File: config.mk
export PLATFORM = sky130hd
export DESIGN_NAME = sound_sequencer
export DESIGN_NICKNAME = d
export VERILOG_FILES = /design/src/rtl/sound_sequencer.sv
export SDC_FILE = /design/constraint.sdc
export NUM_CORES = 1
export LEC_CHECK = 0
export ABC_AREA = 1
export CORE_MARGIN = 2
export CORE_UTILIZATION = 48
export CTS_BUF_LIST = sky130_fd_sc_hd__clkbuf_8
export CTS_CLUSTER_SIZE = 28
export DETAILED_ROUTE_END_ITERATION = 6
export SETUP_SLACK_MARGIN = 0.02
export SYNTH_ARGS = -nofsm -noshare
export SYNTH_HDL_FRONTEND = slang
export SYNTH_SLANG_ARGS = --single-unit
File: constraint.sdc
create_clock -name clk -period 2 [get_ports clk]
set_input_delay 0.2 -clock clk [delete_from_list [all_inputs] [get_ports clk]]
set_output_delay 0.2 -clock clk [all_outputs]
set_load 0.1 [all_outputs]
File: src/rtl/sound_sequencer.sv
// Step sequencer feeding the sound generator's parameter inputs.
// Plays a host-written step table, holding each entry for a tick count.
module sound_sequencer #(
    parameter int DEPTH = 16,
    parameter int AW    = 4
) (
    input  logic          clk,
    input  logic          reset,
    input  logic          tick,
    input  logic          wr_en,
    input  logic [AW-1:0] wr_addr,
    input  logic [49:0]   wr_data,
    input  logic          start,
    input  logic [AW-1:0] start_addr,
    input  logic          stop,
    output logic [9:0]    lfo_freq,
    output logic [11:0]   noise_freq,
    output logic [11:0]   vco_freq,
    output logic          vco_select,
    output logic          noise_select,
    output logic [2:0]    lfo_shift,
    output logic [2:0]    mixer,
    output logic          busy,
    output logic          done,
    output logic [AW-1:0] step_addr
);

    typedef enum logic [1:0] {IDLE, FETCH, LATCH, PLAY} state_t;

    state_t      state;
    state_t      state_next;
    logic [49:0] mem [DEPTH];
    logic [49:0] rd_data;
    logic [7:0]  dur_cnt;

    logic load;
    logic finish;
    logic halt;
    logic restart;
    logic advance;
    logic count;

    // Table is never reset; read always tracks step_addr so FETCH needs no strobe.
    always_ff @(posedge clk) begin
        if (wr_en) begin
            mem[wr_addr] <= wr_data;
        end
        rd_data <= mem[step_addr];
    end

    always_ff @(posedge clk or posedge reset) begin
        if (reset) begin
            state <= IDLE;
        end else begin
            state <= state_next;
        end
    end

    always_comb begin
        state_next = state;
        load       = 1'b0;
        finish     = 1'b0;
        halt       = 1'b0;
        restart    = 1'b0;
        advance    = 1'b0;
        count      = 1'b0;
        if (stop) begin
            state_next = IDLE;
            halt       = 1'b1;
        end else if (start) begin
            state_next = FETCH;
            restart    = 1'b1;
        end else begin
            unique case (state)
                IDLE: begin
                end
                FETCH: begin
                    state_next = LATCH;
                end
                LATCH: begin
                    if (rd_data[49:42] == 8'd0) begin
                        state_next = IDLE;
                        finish     = 1'b1;
                    end else begin
                        state_next = PLAY;
                        load       = 1'b1;
                    end
                end
                PLAY: begin
                    if (tick) begin
                        count = 1'b1;
                        if (dur_cnt == 8'd1) begin
                            state_next = FETCH;
                            advance    = 1'b1;
                        end
                    end
                end
            endcase
        end
    end

    // Parameters hold across FETCH/LATCH so steps chain without a silent gap.
    always_ff @(posedge clk or posedge reset) begin
        if (reset) begin
            lfo_freq     <= '0;
            noise_freq   <= '0;
            vco_freq     <= '0;
            vco_select   <= 1'b0;
            noise_select <= 1'b0;
            lfo_shift    <= '0;
            mixer        <= '0;
            done         <= 1'b0;
            step_addr    <= '0;
            dur_cnt      <= '0;
        end else begin
            done <= finish;
            if (halt || finish) begin
                mixer <= '0;
            end
            if (restart) begin
                step_addr <= start_addr;
            end
            if (advance) begin
                step_addr <= step_addr + AW'(1);
            end
            if (load) begin
                dur_cnt      <= rd_data[49:42];
                vco_freq     <= rd_data[41:30];
                noise_freq   <= rd_data[29:18];
                lfo_freq     <= rd_data[17:8];
                lfo_shift    <= rd_data[7:5];
                mixer        <= rd_data[4:2];
                vco_select   <= rd_data[1];
                noise_select <= rd_data[0];
            end
            if (count) begin
                dur_cnt <= dur_cnt - 8'd1;
            end
        end
    end

    assign busy = (state != IDLE);

endmodule

### Word-level counts from Yosys, hierarchy flattened

Memories as Yosys holds them, arrays and structs flattened. A register that Yosys moved wholly into a read port is not among the register bits.
Cells that the tools add are included.

| word-level totals | value |
|---|---|
| register bits | 57 |
| bits in writable memories | 800 |
| bits of input ports | 64 |
| memories | 1 |

Memory list:

| memory | words | width | rd ports | clocked after memory_dff | wr ports | line | source |
|---|---|---|---|---|---|---|---|
| mem | 16 | 50 | 1 | 1 | 1 | 32 | `logic [49:0] mem [DEPTH];` |

| operators by class | value |
|---|---|
| add/subtract/negate cells | 2 |
| eq/ne operators | 6 |
| muxes and demuxes | 34 |
| reduce and logical (&&, ||, !) cells | 8 |

Operators by type and width:

| cell | count |
|---|---|
| 1-bit two-way mux | 22 |
| 8-bit two-way mux | 2 |
| 2-bit two-way mux | 5 |
| 8-bit by 1-bit equality test with 1-bit output (second input constant) | 1 |
| 8-bit zero test | 1 |
| 4-bit two-way mux | 2 |
| 4-bit inequality test (second input constant) | 2 |
| 2-bit nonzero test | 4 |
| 8-bit by 1-bit subtractor with 8-bit output (second input constant) | 1 |
| 3-bit two-way mux | 2 |
| 2-bit case mux with 3 select lines | 1 |
| 5-bit nonzero test | 1 |
| 4-bit by 1-bit adder with 4-bit output (second input constant) | 1 |
| 2-bit equality test (second input constant) | 2 |
| 3-bit AND reduction | 1 |
| 2-bit by 1-bit equality test with 1-bit output (second input constant) | 1 |
| 1-bit logical OR | 1 |

### Logic depth before layout (Yosys ltp)

| depth | value |
|---|---|
| depth after elaboration | 8 |
| gate-level depth with buffers | 10 |
| gate-level depth less buffers | 9 |

### Worst setup path after synthesis

Ideal clock, no wire load.

| timing path | value |
|---|---|
| kind | input port to flip-flop |
| start | input port wr_addr[2] |
| end | memory mem[10][0] (enable) |
| setup time | 0.458 ns |
| arrival time | 2.515 ns |
| required time | 1.542 ns |
| setup slack | -0.972 ns |
| stages on the path | 2 |
| buffers on the path | 0 |
| path through | nand3b_1 nor2_1 |

RTL lines:

| element | line | source |
|---|---|---|
| from (decl) | 11 | `input logic [AW-1:0] wr_addr,` |
| to (decl) | 32 |  |

No word-level cell before the write port.

### Worst setup path after layout

| timing path | value |
|---|---|
| start | register step_addr[3] |
| end | output port step_addr[3] |

RTL lines:

| element | line | source |
|---|---|---|
| from (decl) | 25 | `output logic [AW-1:0] step_addr` |
| from (signal assigned) | 121 | `step_addr <= start_addr;` |
| from (signal assigned) | 124 | `step_addr <= step_addr + AW'(1);` |

No word-level cell between the ends.

==> run_results.csv <==
group,metric,value,unit
placed_design,place.gp.congestion,0.804,
cells_and_area,mostFrequentLayoutCell,"edfxtp_1",
timing,fmax,0.525,GHz
placed_design,dpl_worst_slack,0.0493,ns
cells_and_area,drive_gt1_frac,0.142,
timing,rsz0062_at_grt,"true",
outcome,status,"finished with violations",
timing,hold_viol,0,
timing,period_share,0.953,
drt,wirelength,90000,um
synth,synth.avg_cell_area,12.4,um2
drt,vias_per_cell,5.45,
placed_design,numPlacedInstances,3883,
cells_and_area,fin_util,0.571,
synth,syn_nets,2937,
synth,synthDistinctLibCells,27,
cells_and_area,stdcell_area,0.0417,mm2
worst_hold_path,hold_path.class,"primary input to flip-flop",
drt,vias,22700,
floorplan,io_pins,112,
synth,ys_ff_latch,907,
setup_path,rr_startpoint,"step_addr[0]",
setup_path,crit_type,"flip-flop to output pin",
timing,skew,0.0310,ns
cts,clock-sinks,907,
timing,drv_slew,0,
floorplan,start_util,0.486,
placed_design,dpl_cell_area,0.0387,mm2
setup_path,cp.required,1.80,ns
setup_path,cp_max_fo,13,
cts,cts_tree,"built",
setup_path,worstSetupStartpoint,"step_addr[3]",
floorplan,core,0.0731,mm2
synth,synthCells,2870,
placed_design,dpl.hpwl,51800,um
cells_and_area,stdcell_count,4167,
timing,tightest_slew,0.810,ns
cells_and_area,layout.nets,3149,
setup_path,start_kind,"flip-flop",
timing,slew_headroom,0.458,
synth,yosys_warnings,0,
cts,root_buffer,"clkbuf_8",
power,max-vdd-ir-drop,0.879,mV
global_routing,grt_max_degree,80,
synth,synth_seq_area_share,0.745,
cells_and_area,multi_input_area,0.00791,mm2
timing,min_period,1.91,ns
timing,setup_slack,0.0948,ns
global_routing,overflow,0,
power,p_leak,15.4,nW
cells_and_area,fillerInstances,5947,
timing,setup_viol,0,
drt,drc_errors,7,
floorplan,chipWidth,276,um
drt,antenna_left,0,
placed_design,portBuffers,111,
cts,ctsHtreeMaxLevel,4,
floorplan,die_y,276,um
floorplan,row_count,99,
drt,dr.pass1.iters,7,
power,p_per_area,1110,mW/mm2
cells_and_area,final_cell_mix,"800 x edfxtp_1, 697 x nand2_1, 219 x nand3_1, 204 x nor2_1",
setup_path,endpoint,"step_addr[3]",
global_routing,grt_usage,0.236,
synth,syn_area,0.0355,mm2
setup_path,worstPathArrival,1.71,ns
setup_path,r2r_cells,9,
worst_hold_path,hold_depth,3,
cts,clk_latency,0.80,ns
drt,wl_per_cell,21.6,um
setup_path,timing.rr.end,"rd_data[33]",
cts,cts_buffer_depth,3,
outcome,violations,"DRC",
cells_and_area,ff_latch_area,0.0265,mm2
setup_path,reg2reg_slack,0.11,ns
drt,drtIter0Drc,2058,
cts,cts_buffers,149,
flow_run,max-cap-violations,0,
cells_and_area,area_growth,17.5,%
floorplan,die_area,0.0762,mm2
global_routing,grt_antenna_before_repair,2,
setup_path,crit_path_end_kind,"output pin",
global_routing,grt_pass1_vias,22400,
cts,cts.clk_slew.worst_paths,0.06,ns
power,power,0.0462,W
global_routing,grt_pass1_wl,136000,um
==> registers in the layout, indices dropped and copies added (netlist names), 2 cells and up <==
| name | cells |
|---|---|
| vco_freq | 12 |
| dur_cnt | 8 |
| rd_data | 50 |
| state | 2 |
| noise_freq | 12 |
| mem | 800 |
| lfo_freq | 10 |
| mixer | 3 |
| lfo_shift | 3 |
| step_addr | 4 |
==> cell families (layout without fill, tap and decap cells) <==
kind of cell	Yosys count	count (layout)	share of synthesized area
adder cells (fa/ha/maj)	3	3	0.00106
XOR/XNOR	2	2	0.000493
AND/OR/NAND/NOR	1146	1146	0.129
buffers and inverters	290	627	0.0370
AO/OA/AOI/OAI	522	522	0.0874
flip-flops	907	907	0.745
other	0	1	0
==> repair_timing <==
action / CTS / global route
resized for setup: 0 / 4
cloned: 2 / 0
hold buffers: 4 / 0
buffers inserted: 1 / 0
endpoints found under the setup margin: 2 / 7
endpoints found under the hold margin: 60 / 0
==> worst max-delay path, stage by stage (launching register included) <==
cell	delay [ns]
dfrtp_2	0.50
buf_12	0.22
buf_12	0.19
==> power by group <==
group	total [W]	switching (W)	internal [W]
Sequential	0.0222	0.000535	0.0217
Combinational	0.00835	0.00616	0.00219
Clock	0.0156	0.00739	0.00822
==> metrics by stage <==
| step | hold WS (ns) | TNS (ns) |
|---|---|---|
| 2_1_floorplan | 0.263 | -140.10 |
| 3_3_place_gp | 0.439 | 0 |
| 3_5_place_dp | 0.441 | 0 |
| 4_1_cts | 0.0245 | 0 |
| 5_1_grt | 0.0677 | 0 |
| 6_report | 0.0986 | 0 |
==> Yosys cell counts <==
library cell  count  share of area
o21ai_0         161          0.023
buf_4            18         0.0038
nor2_1          221          0.023
o211ai_2         19         0.0067
nor3_1            1        0.00014
o211ai_1         64          0.014
clkinv_1          1        0.00011
nand3b_1          2        0.00042
nand2_1         698          0.074
buf_1            13         0.0014
ha_1              3         0.0011
clkbuf_1         61         0.0064
inv_1           120          0.013
or2_2             1        0.00018
xor2_1            2        0.00049
a31oi_1           1        0.00018
dfxtp_1          50          0.028
a21oi_2          50          0.012
o21ai_1          54         0.0076
dfrtp_1          57          0.040
buf_2            67         0.0094
a21oi_1         173          0.024
buf_6            10         0.0032
nand4_1           3        0.00053
nor2_2            1        0.00018
edfxtp_1        800           0.68
nand3_1         219          0.031
==> final cells by class <==
cell class,count,area share
diodes,1,0.0000600
clock buffers,163,0.0538
clock inverters,113,0.0157
inverters,121,0.0113
multi-input cells,1673,0.190
flip-flops and latches,907,0.634
well taps,959,0.0288
repair buffers,230,0.0667
==> metal layers <==
metal / wire, um / GRT usage / share of wire
met1: 39400 / 0.330 / 0.44
met2: 42400 / 0.378 / 0.47
met3: 6580 / 0.0476 / 0.073
met4: 1620 / 0.0692 / 0.018
met5: 14 / 0 / 0.00016
==> how the worst min path moves through the flow <==
stage,from,to,slack (ns)
after floorplan,stop,state[0],0.26
after global placement,rd_data[40],vco_freq[10],0.44
after detailed placement,rd_data[40],vco_freq[10],0.44
after CTS,start,state[0],0.02
after global routing,start,state[0],0.07
final,start,state[0],0.1
Power figures use the tool's default switching activity.
